<file path="config.mk">
export PLATFORM = sky130hd
export DESIGN_NAME = wb_arbiter_n
export DESIGN_NICKNAME = d
export VERILOG_FILES = /design/src/rtl/wb_arbiter_n_pkg.sv /design/src/rtl/wb_arb_pick.sv /design/src/rtl/wb_arbiter_n.sv
export SDC_FILE = /design/constraint.sdc
export NUM_CORES = 1
export LEC_CHECK = 0
export CAP_MARGIN = 0
export CELL_PAD_IN_SITES_DETAIL_PLACEMENT = 2
export CELL_PAD_IN_SITES_GLOBAL_PLACEMENT = 2
export CORE_MARGIN = 5
export CORE_UTILIZATION = 10
export CTS_CLUSTER_SIZE = 28
export DETAILED_ROUTE_END_ITERATION = 8
export GPL_TIMING_DRIVEN = 0
export PLACE_DENSITY_LB_ADDON = 0.1
export SLEW_MARGIN = 20
export SYNTH_ARGS = -nofsm -noshare
export SYNTH_HDL_FRONTEND = slang
export SYNTH_SLANG_ARGS = --single-unit
</file>
<file path="constraint.sdc">
create_clock -name clk -period 1.7 [get_ports clk]
set_input_delay 0.34 -clock clk [delete_from_list [all_inputs] [get_ports clk]]
set_output_delay 0.34 -clock clk [all_outputs]
set_load 0.02 [all_outputs]
</file>
<file path="src/rtl/wb_arbiter_n_pkg.sv">
// Shared definitions for the N-port Wishbone master arbiter.
// Holds the FSM state encoding and a constant ceil-log2 helper.
package wb_arbiter_n_pkg;

  typedef enum logic {
    ST_IDLE = 1'b0,
    ST_BUSY = 1'b1
  } arb_state_t;

  function automatic int unsigned clog2(input int unsigned value);
    int unsigned r;
    r = 0;
    for (int unsigned i = 0; i < 32; i++) begin
      if ((32'd1 << i) < value) r = i + 1;
    end
    return r;
  endfunction

endpackage

</file>
<file path="src/rtl/wb_arb_pick.sv">
// Combinational priority picker: one-hot winner among request & mask.
// LSB_HIGH_PRIORITY selects whether index 0 or index PORTS-1 wins.
module wb_arb_pick
  import wb_arbiter_n_pkg::*;
#(
  parameter int unsigned PORTS             = 4,
  parameter bit          LSB_HIGH_PRIORITY = 1'b1
) (
  input  logic [PORTS-1:0] request,
  input  logic [PORTS-1:0] mask,
  output logic [PORTS-1:0] grant,
  output logic             valid
);

  logic [PORTS-1:0] req_m;
  logic             found;

  always_comb begin
    req_m = request & mask;
    grant = '0;
    found = 1'b0;
    valid = |req_m;
    for (int unsigned i = 0; i < PORTS; i++) begin
      int unsigned idx;
      idx = LSB_HIGH_PRIORITY ? i : (PORTS - 1 - i);
      if (!found && req_m[idx]) begin
        grant[idx] = 1'b1;
        found      = 1'b1;
      end
    end
  end

endmodule

</file>
<file path="src/rtl/wb_arbiter_n.sv">
// N-port Wishbone classic master arbiter with registered grant,
// round-robin or fixed priority, and a bus-cycle watchdog that ends hung accesses with ERR.
module wb_arbiter_n
  import wb_arbiter_n_pkg::*;
#(
  parameter int unsigned PORTS                 = 4,
  parameter int unsigned DATA_WIDTH            = 32,
  parameter int unsigned ADDR_WIDTH            = 32,
  parameter int unsigned SELECT_WIDTH          = DATA_WIDTH / 8,
  parameter bit          ARB_TYPE_ROUND_ROBIN  = 1'b1,
  parameter bit          ARB_LSB_HIGH_PRIORITY = 1'b1,
  parameter int unsigned TIMEOUT               = 256
) (
  input  logic                          clk,
  input  logic                          rst_n,
  input  logic [PORTS*ADDR_WIDTH-1:0]   wbm_adr_i,
  input  logic [PORTS*DATA_WIDTH-1:0]   wbm_dat_i,
  output logic [PORTS*DATA_WIDTH-1:0]   wbm_dat_o,
  input  logic [PORTS-1:0]              wbm_we_i,
  input  logic [PORTS*SELECT_WIDTH-1:0] wbm_sel_i,
  input  logic [PORTS-1:0]              wbm_stb_i,
  input  logic [PORTS-1:0]              wbm_cyc_i,
  output logic [PORTS-1:0]              wbm_ack_o,
  output logic [PORTS-1:0]              wbm_err_o,
  output logic [PORTS-1:0]              wbm_rty_o,
  output logic [ADDR_WIDTH-1:0]         wbs_adr_o,
  output logic [DATA_WIDTH-1:0]         wbs_dat_o,
  output logic                          wbs_we_o,
  output logic [SELECT_WIDTH-1:0]       wbs_sel_o,
  output logic                          wbs_stb_o,
  output logic                          wbs_cyc_o,
  input  logic [DATA_WIDTH-1:0]         wbs_dat_i,
  input  logic                          wbs_ack_i,
  input  logic                          wbs_err_i,
  input  logic                          wbs_rty_i,
  output logic [PORTS-1:0]              grant_o,
  output logic                          grant_valid_o,
  output logic                          timeout_o
);

  arb_state_t              state;
  logic                    busy;
  logic [PORTS-1:0]        last_grant;
  logic [PORTS-1:0]        rr_mask;
  logic                    rr_seen;
  logic [PORTS-1:0]        pick_m_grant, pick_u_grant, next_grant;
  logic                    pick_m_valid, pick_u_valid;
  logic [ADDR_WIDTH-1:0]   mux_adr;
  logic [DATA_WIDTH-1:0]   mux_dat;
  logic                    mux_we, mux_stb, mux_cyc;
  logic [SELECT_WIDTH-1:0] mux_sel;
  logic                    slave_term;
  logic                    wd_fire;

  assign busy       = (state == ST_BUSY);
  assign slave_term = wbs_ack_i | wbs_err_i | wbs_rty_i;

  // Mask keeps only ports strictly after the last winner in priority order.
  always_comb begin
    rr_mask = '0;
    rr_seen = 1'b0;
    for (int unsigned k = 0; k < PORTS; k++) begin
      int unsigned idx;
      idx          = ARB_LSB_HIGH_PRIORITY ? k : (PORTS - 1 - k);
      rr_mask[idx] = rr_seen;
      rr_seen      = rr_seen | last_grant[idx];
    end
  end

  wb_arb_pick #(
    .PORTS             (PORTS),
    .LSB_HIGH_PRIORITY (ARB_LSB_HIGH_PRIORITY)
  ) u_pick_masked (
    .request (wbm_cyc_i),
    .mask    (rr_mask),
    .grant   (pick_m_grant),
    .valid   (pick_m_valid)
  );

  wb_arb_pick #(
    .PORTS             (PORTS),
    .LSB_HIGH_PRIORITY (ARB_LSB_HIGH_PRIORITY)
  ) u_pick_unmasked (
    .request (wbm_cyc_i),
    .mask    ('1),
    .grant   (pick_u_grant),
    .valid   (pick_u_valid)
  );

  always_comb begin
    next_grant = pick_u_grant;
    if (ARB_TYPE_ROUND_ROBIN && pick_m_valid) next_grant = pick_m_grant;
  end

  always_ff @(posedge clk or negedge rst_n) begin
    if (!rst_n) begin
      state         <= ST_IDLE;
      grant_o       <= '0;
      grant_valid_o <= 1'b0;
      last_grant    <= '0;
    end else begin
      case (state)
        ST_IDLE: begin
          if (pick_u_valid) begin
            state         <= ST_BUSY;
            grant_o       <= next_grant;
            grant_valid_o <= 1'b1;
            last_grant    <= next_grant;
          end
        end
        ST_BUSY: begin
          if (!mux_cyc) begin
            state         <= ST_IDLE;
            grant_o       <= '0;
            grant_valid_o <= 1'b0;
          end
        end
        default: state <= ST_IDLE;
      endcase
    end
  end

  // grant_o is cleared outside BUSY, so the mux drives all zeros when idle.
  always_comb begin
    mux_adr = '0;
    mux_dat = '0;
    mux_we  = 1'b0;
    mux_sel = '0;
    mux_stb = 1'b0;
    mux_cyc = 1'b0;
    for (int unsigned k = 0; k < PORTS; k++) begin
      if (grant_o[k]) begin
        mux_adr = wbm_adr_i[k*ADDR_WIDTH +: ADDR_WIDTH];
        mux_dat = wbm_dat_i[k*DATA_WIDTH +: DATA_WIDTH];
        mux_we  = wbm_we_i[k];
        mux_sel = wbm_sel_i[k*SELECT_WIDTH +: SELECT_WIDTH];
        mux_stb = wbm_stb_i[k];
        mux_cyc = wbm_cyc_i[k];
      end
    end
  end

  generate
    if (TIMEOUT > 0) begin : g_wdog
      localparam int unsigned     CNT_W = clog2(TIMEOUT + 1);
      localparam logic [CNT_W-1:0] LIMIT = CNT_W'(TIMEOUT - 1);
      logic [CNT_W-1:0] wd_count;
      logic             wd_pending;

      assign wd_pending = busy && mux_stb && !slave_term;
      assign wd_fire    = wd_pending && (wd_count == LIMIT);

      always_ff @(posedge clk or negedge rst_n) begin
        if (!rst_n) begin
          wd_count <= '0;
        end else if (wd_pending && !wd_fire) begin
          wd_count <= wd_count + 1'b1;
        end else begin
          wd_count <= '0;
        end
      end
    end else begin : g_no_wdog
      assign wd_fire = 1'b0;
    end
  endgenerate

  assign wbs_adr_o = mux_adr;
  assign wbs_dat_o = mux_dat;
  assign wbs_we_o  = mux_we;
  assign wbs_sel_o = mux_sel;
  assign wbs_stb_o = mux_stb & ~wd_fire;
  assign wbs_cyc_o = mux_cyc;
  assign timeout_o = wd_fire;

  assign wbm_dat_o = {PORTS{wbs_dat_i}};
  assign wbm_ack_o = grant_o & {PORTS{busy & wbs_ack_i}};
  assign wbm_err_o = grant_o & {PORTS{busy & (wbs_err_i | wd_fire)}};
  assign wbm_rty_o = grant_o & {PORTS{busy & wbs_rty_i}};

endmodule

</file>
* After elaboration in Yosys (flattened, before gate mapping)
Cells that the tools add are included.
** Storage, ports and cells
- Flip-flop bits (word level) :: 18
- Input bits :: 321
- Output and inout port bits :: 217
- Logic and storage cells :: 93
** Operators by class
- Add/sub/neg operators :: 1
- Equality and inequality tests :: 3
- Multiplexer cells :: 47
- Bitwise operators :: 15
- Reductions and logical operators :: 22
** Operators with widths (number)
- 32-bit 2-to-1 mux :: 8
- 1-bit 2-to-1 mux :: 28
- 4-bit 2-to-1 mux :: 7
- 4-bit AND :: 4
- 1-bit logical AND :: 10
- 9-bit by 1-bit adder with 9-bit output, second input constant :: 1
- 9-bit by 8-bit == test with 1-bit output, second input constant :: 1
- 9-bit 2-to-1 mux :: 1
- 1-bit logical NOT :: 8
- 4-bit one-hot mux with 2 select lines :: 1
- 4-bit OR reduction :: 2
- 1-bit OR :: 5
- 1-bit AND :: 4
- 2-bit != test, second input constant :: 2
- 1-bit one-hot mux with 2 select lines :: 2
- 2-bit AND reduction :: 2
- 1-bit inverter :: 2

* Logic depth before layout (Yosys ltp)
Gate-level depths: netlist of the first run.
- Depth after elaboration :: 16
- Mapped depth :: 6

* By module
Synthesis of the first run repeated with hierarchy kept, for this count alone.
** Unflattened totals
- Cells, all modules :: 596
- Area total of the unflattened synthesis :: 4196.5 um2
** Modules (own cells, without submodules)
- wb_arbiter_n :: times used 1, cells each 580, area each 4098.9 um2
- wb_arb_pick :: times used 2, cells each 8, area each 48.8 um2

* Worst setup path after synthesis of the first run
Ideal clock, no wire load.
- Path type :: register to output
- Start :: register grant_o[2]
- End :: output port wbs_adr_o[0]
- Arrival time :: 1867 ps
- Path slack :: -507 ps
- Cell stages (with the launch flop) :: 6
- Buffers on the path :: 3
- Path through :: dfrtp_1 > buf_2 > clkbuf_1 > clkbuf_1 > a221oi_1 > o31ai_1
** Between the ends
- Word-level cells in the longest chain between the ends :: 2
** RTL lines
- from (decl) :: line wb_arbiter_n.sv:36 : output logic [PORTS-1:0] grant_o,
- from (signal assigned) :: line wb_arbiter_n.sv:106 : grant_o <= next_grant;
- 32-bit 2-to-1 mux (2 in series) :: line wb_arbiter_n.sv:132 : if (grant_o[k]) begin
- to (decl) :: line wb_arbiter_n.sv:26 : output logic [ADDR_WIDTH-1:0] wbs_adr_o,
No other way between the ends.

* Final worst setup path of the first run
- Start :: register grant_o[1]
- End :: output port wbm_err_o[1]
** Between the ends
- Word-level cells in the longest chain between the ends :: 9
** RTL lines
- 1-bit 2-to-1 mux (3 in series) :: line wb_arbiter_n.sv:132
- 1-bit logical AND (2 in series) :: line wb_arbiter_n.sv:150 : assign wd_pending = busy && mux_stb && !slave_term;
- 1-bit logical AND :: line wb_arbiter_n.sv:151 : assign wd_fire = wd_pending && (wd_count == LIMIT);
- 1-bit OR :: line wb_arbiter_n.sv:177 : assign wbm_err_o = grant_o & {PORTS{busy & (wbs_err_i | wd_fire)}};
- 1-bit AND :: line wb_arbiter_n.sv:177
- 4-bit AND * :: line wb_arbiter_n.sv:177
- to (decl) :: line wb_arbiter_n.sv:24 : output logic [PORTS-1:0] wbm_err_o,
Mark *: on every way between the ends. The rest lies on a longest branch, timed or not.

==> results.sh, run 1 <==
export IMPL_combPwrFrac=0.932
export IMPL_powerDensity_nw_per_um2=1410
export IMPL_arrival_ns=1.89
export IMPL_crit_required_ns=1.36
export IMPL_start_util=0.101
export IMPL_grt_pass1_wl_microns=55000
export IMPL_worstSetupStartpoint="grant_o[1]"
export IMPL_netlist_instances=575
export IMPL_crit_type="flop to output port"
export IMPL_sw_frac_of_total=0.499
export IMPL_status="complete, but fails checks"
export IMPL_cp_end_kind="output port"
export IMPL_period_minus_slack_ns=2.23
export IMPL_min_delay_start="grant_valid_o"
export IMPL_synth_cell_area_sq_um=4040
export IMPL_post_dp_hpwl_microns=32800
export IMPL_ys_ff_latch=18
export IMPL_routed_wl_microns=39700
export IMPL_clk_transition_reported_paths_ns=0.06
export IMPL_synthMuxAreaShare=0.00496
export IMPL_fin_cells=1656
export IMPL_synth_compound_area_frac=0.321
export IMPL_grt_max_degree=19
export IMPL_fin_area_sq_um=12100
export IMPL_max_freq_mhz=448
export IMPL_clk_latency_ns=0.25
export IMPL_fin_ws_ns=-0.534
export IMPL_fp_dieArea_sq_um=44500
export IMPL_yosysUniqueCellTypes=39
export IMPL_grt_overflow=0
export IMPL_numCtsBuffers=3
export IMPL_pwr_share_clk=0.031
export IMPL_finish_utilization=0.304
export IMPL_area_growth_synth_to_final_pct=200
export IMPL_first_iter_violations=155
export IMPL_switching_power_w=0.00852
export IMPL_wire_per_inst_microns=24.0
export IMPL_violations="negative setup slack"
export IMPL_mostFrequentLayoutCells="clkdlybuf4s50_1, buf_4, nand2_1, nor2b_1, o31ai_2"
export IMPL_hold_worst_slack_ns=0.554
export IMPL_cts_sinks=18
export IMPL_tightest_slew_ns=0.897
export IMPL_cpPeakStageDelay_ns=0.42
export IMPL_synthAdderAreaFrac=0.00619
export IMPL_first_global_vias=7320
export IMPL_yosys_area_share_simple=0.247
export IMPL_finalCritPeriodShare=1.31
export IMPL_placed_area_sq_um=10400
export IMPL_place_port_buffers=505
export IMPL_die_h_microns=211
export IMPL_synth_top_family_by_area="compound AO/OA/AOI/OAI gates"
export IMPL_layout_commonest_cell="clkdlybuf4s50_1"
export IMPL_rsz0062_at_grt="yes"
export IMPL_dp_cells=1605
export IMPL_synth_nets=898
export IMPL_antenna_found_initial=11
export IMPL_rr_startpoint="g_wdog.wd_count[5]"
export IMPL_intPower_w=0.00856
export IMPL_ys_seq_area_frac=0.111
export IMPL_crit_fanout=4
export IMPL_pin_count=538
export IMPL_first_pass_iters=4
export IMPL_drive_above_1_share=0.436
export IMPL_slew_headroom=0.400
export IMPL_async_flop_share=1.00
export IMPL_final_setup_skew_ns=0.00214
export IMPL_dr_total_vias=6557
export IMPL_ys_flop_type="dfrtp_1"
export IMPL_cts_buffer_depth=2
export IMPL_detail_route_antenna_nets=0
export IMPL_leakage_nw=4.83
export IMPL_die_w_microns=211
export IMPL_core_sq_um=39800
export IMPL_slowest_stage="dfrtp_2"
export IMPL_worstPathCellList="buf_4 -> a211o_1 -> a21oi_2 -> o31ai_4 -> and2_4 -> buf_6"
export IMPL_final_max_slew_viol_count=0
export IMPL_hp_class="flop to flop"
export IMPL_synth_xor_area_frac=0.0130
export IMPL_routabilityCongestion=0.777
export IMPL_drc=0
export IMPL_power_ir_vdd_worst_uv=455
export IMPL_setup_violations=92
export IMPL_synth_edf_count=0
export IMPL_cp_start_kind="flop"
export IMPL_seqPwrFrac=0.037
export IMPL_cts_hold_buf=0
export IMPL_cts_root_buf="clkbuf_16"
export IMPL_cap_violations=0
export IMPL_syn_avg_cell_area_sq_um=7.03
export IMPL_hold_viol=0
export IMPL_fin_total_pwr_w=0.0171
export IMPL_tritoncts="done"
export IMPL_nets=1451
export IMPL_grt_usage=0.166
export IMPL_htreeDepth=1
export IMPL_routed_via_density=3.96
export IMPL_row_count=73
export IMPL_ys_warn_count=0
-- timing repair --
action                                  4_1_cts  5_1_grt
setup buffers                                30        6
endpoints found under the setup margin      100      101
cloned                                        7        0
gates resized for setup                     675       39
pin swaps                                    13       11
-- area by class of cell --
cell class,count,area (sq um)
diodes,4,10.0
repair buffers,548,5380
multi-input cells,370,3760
flip-flops and latches,18,455
plain buffers,180,1720
well taps,525,657
clock buffers,4,88.8
inverters,7,26.3
fillers,4439,27700
-- flip-flops by register name, summed over array words and instances (netlist names) --
register and flops:
grant_o 4, g_wdog.wd_count 9, busy 1, grant_valid_o 1, last_grant 3
-- cells in the mapped netlist, drive strengths merged, types with 4 or more instances --
library cell,n,share of area
inv,7,0.0065
nor2,11,0.010
buf,135,0.25
o31ai,69,0.13
nand3,4,0.0050
nor2b,69,0.11
and3,9,0.014
o21ai,5,0.0062
xor2,5,0.011
and2,4,0.0062
nand2,79,0.073
nand2b,4,0.0062
a21oi,12,0.015
a221oi,69,0.15
clkbuf,45,0.042
dfrtp,18,0.11
-- metal layers --
layer,GRT usage,wire length [microns],vias up
met3,0.0640,3830,16
li1,-,-,3080
met1,0.185,14600,3172
met2,0.312,21200,279
met4,0.0121,100,10
met5,0,70,-
-- metrics by stage --
| step | setup WS, ns | TNS (ns) |
|---|---|---|
| 2_1_floorplan | -0.142 | -6.89 |
| 3_3_place_gp | -1.46 | -106.68 |
| 3_5_place_dp | -1.50 | -110.07 |
| 4_1_cts | -0.576 | -37.96 |
| 5_1_grt | -0.611 | -43.82 |
| 6_report | -0.534 | -36.12 |
-- power by group through the flow --
stage	combinational (W)	sequential, W	clock [W]
3_3_place_gp	0.0133	0.000680	0
5_1_grt	0.0170	0.000655	0.000559
6_report	0.0159	0.000636	0.000525
4_1_cts	0.0160	0.000642	0.000547
2_1_floorplan	0.00718	0.000686	0
3_5_place_dp	0.0133	0.000679	0
-- critical path: cells and delay by family, from the launching register on --
family	cells	cell delay [ns]
and+or+nand+nor	1	0.20
buffers and inverters	2	0.27
DFF	1	0.42
AOI/OAI and AO/OA	3	0.74
-- logic make-up (layout without fill, tap and decap cells) --
kind of cell / count (synthesis) / count (layout)
multiplexers: 2 / 2
flip-flops: 18 / 18
XOR/XNOR: 6 / 6
AND/OR/NAND/NOR: 194 / 194
AO/OA/AOI/OAI: 166 / 166
other: 0 / 4
buffers and inverters: 187 / 739
adder cells (fa/ha/maj): 2 / 2
-- final timing paths --
kind	to	cells past startpoint	slack (ns)
max reg2reg	g_wdog.wd_count[7]	8	-0.28
max	wbm_err_o[1]	6	-0.53
min	grant_valid_o	2	0.55
min in group asynchronous	g_wdog.wd_count[1]	1	0.60
min reg2reg	grant_valid_o	2	0.55
max in group asynchronous	grant_o[1]	1	0.49
Power figures use the tool's default switching activity.
==> run 2, diff against run 1 <==
Settings changed: SKIP_CTS_REPAIR_TIMING set to 1, SYNTH_HIERARCHICAL set to 1.
==> run 2 against run 1 <==
Net effect: the run still ends with negative setup slack left; synthesized cell count rose by 3.7%; die area rose by 3.7%; critical path depth increased by 2; combinational power is 20% higher; clock skew fell by 0.0011 ns; clock power increased by 3%; utilization increased by 2.0 points; largest power group unchanged; highest routed layer unchanged.
==> results.sh, run 2 <==
export IMPL_dp_cells=1647
export IMPL_fin_ws_ns=-0.629
export IMPL_period_minus_slack_ns=2.33
export IMPL_layout_commonest_cell="clkdlybuf4s50_1"
export IMPL_rr_startpoint="last_grant[0]"
export IMPL_row_count=75
export IMPL_crit_required_ns=1.36
export IMPL_grt_overflow=0
export IMPL_hp_class="flop to flop"
export IMPL_final_setup_skew_ns=0.00105
export IMPL_n_fill_cell=4555
export IMPL_die_h_microns=215
export IMPL_slew_headroom=0.410
export IMPL_first_global_vias=7250
export IMPL_cp_start_kind="flop"
export IMPL_grt_usage=0.161
export IMPL_routed_via_density=4.03
export IMPL_arrival_ns=1.99
export IMPL_synth_most_common_cell="buf_4"
export IMPL_max_freq_mhz=429
export IMPL_crit_type="flop to output port"
export IMPL_fin_cells=1735
export IMPL_synth_cell_area_sq_um=4200
export IMPL_htreeDepth=1
export IMPL_largest_reg_flops=9
export IMPL_fin_area_sq_um=13500
export IMPL_dr_total_vias=6993
export IMPL_status="complete, but fails checks"
export IMPL_cts_root_buf="clkbuf_16"
export IMPL_start_util=0.100
export IMPL_hold_viol=0
export IMPL_leakage_nw=5.24
export IMPL_largestRegisters="g_wdog.wd_count (9), grant_o (4), last_grant (3)"
export IMPL_multiInputGateArea_sq_um=4480
export IMPL_area_growth_synth_to_final_pct=222
export IMPL_yosysTopAreaCell="buf_4"
export IMPL_finish_utilization=0.324
export IMPL_grt_max_degree=19
export IMPL_ys_flop_type="dfrtp_1"
export IMPL_tightest_slew_ns=0.883
export IMPL_hold_worst_slack_ns=0.487
export IMPL_synth_area_leaders="buf_4, a221oi_1, o31ai_1"
export IMPL_ys_warn_count=6
export IMPL_detail_route_antenna_nets=0
export IMPL_worstSetupStartpoint="g_wdog.wd_count[0]"
export IMPL_routabilityCongestion=0.731
export IMPL_rsz0062_at_grt="yes"
export IMPL_first_pass_iters=4
export IMPL_violations="negative setup slack"
export IMPL_first_iter_violations=174
export IMPL_power_ir_vdd_worst_uv=599
export IMPL_syn_avg_cell_area_sq_um=7.04
export IMPL_cts_sinks=18
export IMPL_cap_violations=0
export IMPL_powerDensity_nw_per_um2=1500
export IMPL_routed_wl_microns=40900
export IMPL_antenna_found_initial=24
export IMPL_top_register="g_wdog.wd_count"
export IMPL_drive_above_1_share=0.442
export IMPL_clk_transition_reported_paths_ns=0.06
export IMPL_fp_dieArea_sq_um=46200
export IMPL_drc=0
export IMPL_ys_seq_area_frac=0.107
export IMPL_fin_total_pwr_w=0.0203
export IMPL_cts_buffer_depth=2
export IMPL_wire_per_inst_microns=23.6
export IMPL_synth_top_cell_area_share=0.242
export IMPL_mostFrequentLayoutCells="clkdlybuf4s50_1, buf_4, buf_6, nand2_1, nor2_1"
export IMPL_place_port_buffers=505
export IMPL_post_dp_hpwl_microns=34000
export IMPL_ys_ff_latch=18
export IMPL_min_delay_start="last_grant[2]"
export IMPL_core_sq_um=41800
export IMPL_tritoncts="done"
export IMPL_finalCritPeriodShare=1.37
export IMPL_nets=1506
export IMPL_netlist_instances=596
export IMPL_placed_area_sq_um=11400
export IMPL_crit_fanout=6
export IMPL_yosysUniqueCellTypes=45
export IMPL_synth_commonest_cells="buf_4, nand2_1, nor2_1"
export IMPL_clk_latency_ns=0.25
export IMPL_async_flop_share=1.00
export IMPL_pin_count=538
export IMPL_setup_violations=93
export IMPL_regArea_sq_um=457
export IMPL_grt_pass1_wl_microns=55700
export IMPL_die_w_microns=215
export IMPL_cp_end_kind="output port"
export IMPL_final_max_slew_viol_count=0
export IMPL_synth_edf_count=0
export IMPL_numCtsBuffers=3
-- run 2: cell count changes after synthesis, moves of 8 or more --
cell	before	now
nor2b_1	69	3
o31ai_2	0	11
clkbuf_1	45	27
a221oi_2	0	10
nor2_1	11	78
a21oi_1	12	4
a221oi_1	69	58
-- run 2: final cells by class --
class / count / share of cell area
diodes: 14 / 0.00259
plain buffers: 181 / 0.129
clock buffers: 4 / 0.00658
inverters: 8 / 0.00278
multi-input cells: 395 / 0.332
flip-flops and latches: 18 / 0.0338
well taps: 539 / 0.0499
repair buffers: 576 / 0.443
-- run 2: power breakdown --
group | total, W | switching, W | internal [W] | leakage (nW)
Sequential | 0.000655 | 0.000118 | 0.000537 | 0.234
Combinational | 0.0191 | 0.00947 | 0.00959 | 4.96
Clock | 0.000539 | 0.000181 | 0.000359 | 0.0442
Total | 0.0203 | 0.00976 | 0.0105 | 5.24
-- run 2: logic make-up (layout without fill, tap and decap cells) --
logic type,count (synthesis),after routing,synth area share
AOI/OAI and AO/OA,172,172,0.351
adders and majority gates,2,2,0.00596
and+or+nand+nor,205,205,0.212
muxes,4,4,0.00954
other,2,23,0.00179
DFF,18,18,0.107
buffers and inverters,190,769,0.306
xor gates and xnor gates,3,3,0.00626
-- run 2: stage by stage --
stage,TNS (ns),setup slack [ns]
floorplan,-2.01,-0.185
global placement,-98.39,-1.40
detailed placement,-97.73,-1.35
CTS,-117.59,-1.63
global route,-44.64,-0.748
finish,-36.72,-0.629
-- run 2: path summary, 6_finish.rpt --
| kind | slack (ns) | endpoint | cells after the start |
|---|---|---|---|
| min in group asynchronous | 0.59 | grant_o[1] | 1 |
| hold / removal | 0.49 | last_grant[2] | 2 |
| setup reg to reg | -0.23 | grant_o[1] | 7 |
| setup / recovery | -0.63 | wbm_err_o[1] | 8 |
| max in group asynchronous | 0.51 | g_wdog.wd_count[2] | 1 |
| hold reg to reg | 0.49 | last_grant[2] | 2 |
-- run 2: critical path: stages, from the launching register on --
cell and delay [ns]:
dfrtp_1 0.43, ha_4 0.18, inv_4 0.04, nor3_4 0.16, ha_2 0.21, and4bb_4 0.32, nand3_2 0.12, o22ai_4 0.13
buf_6 0.14
-- run 2: metal layers --
| layer | vias to the layer above | global-route usage | wire, microns |
|---|---|---|---|
| met5 | - | 0 | 99 |
| met4 | 18 | 0.0322 | 304 |
| met3 | 32 | 0.0546 | 2830 |
| met2 | 237 | 0.312 | 23300 |
| met1 | 3444 | 0.169 | 14400 |
| li1 | 3262 | - | - |
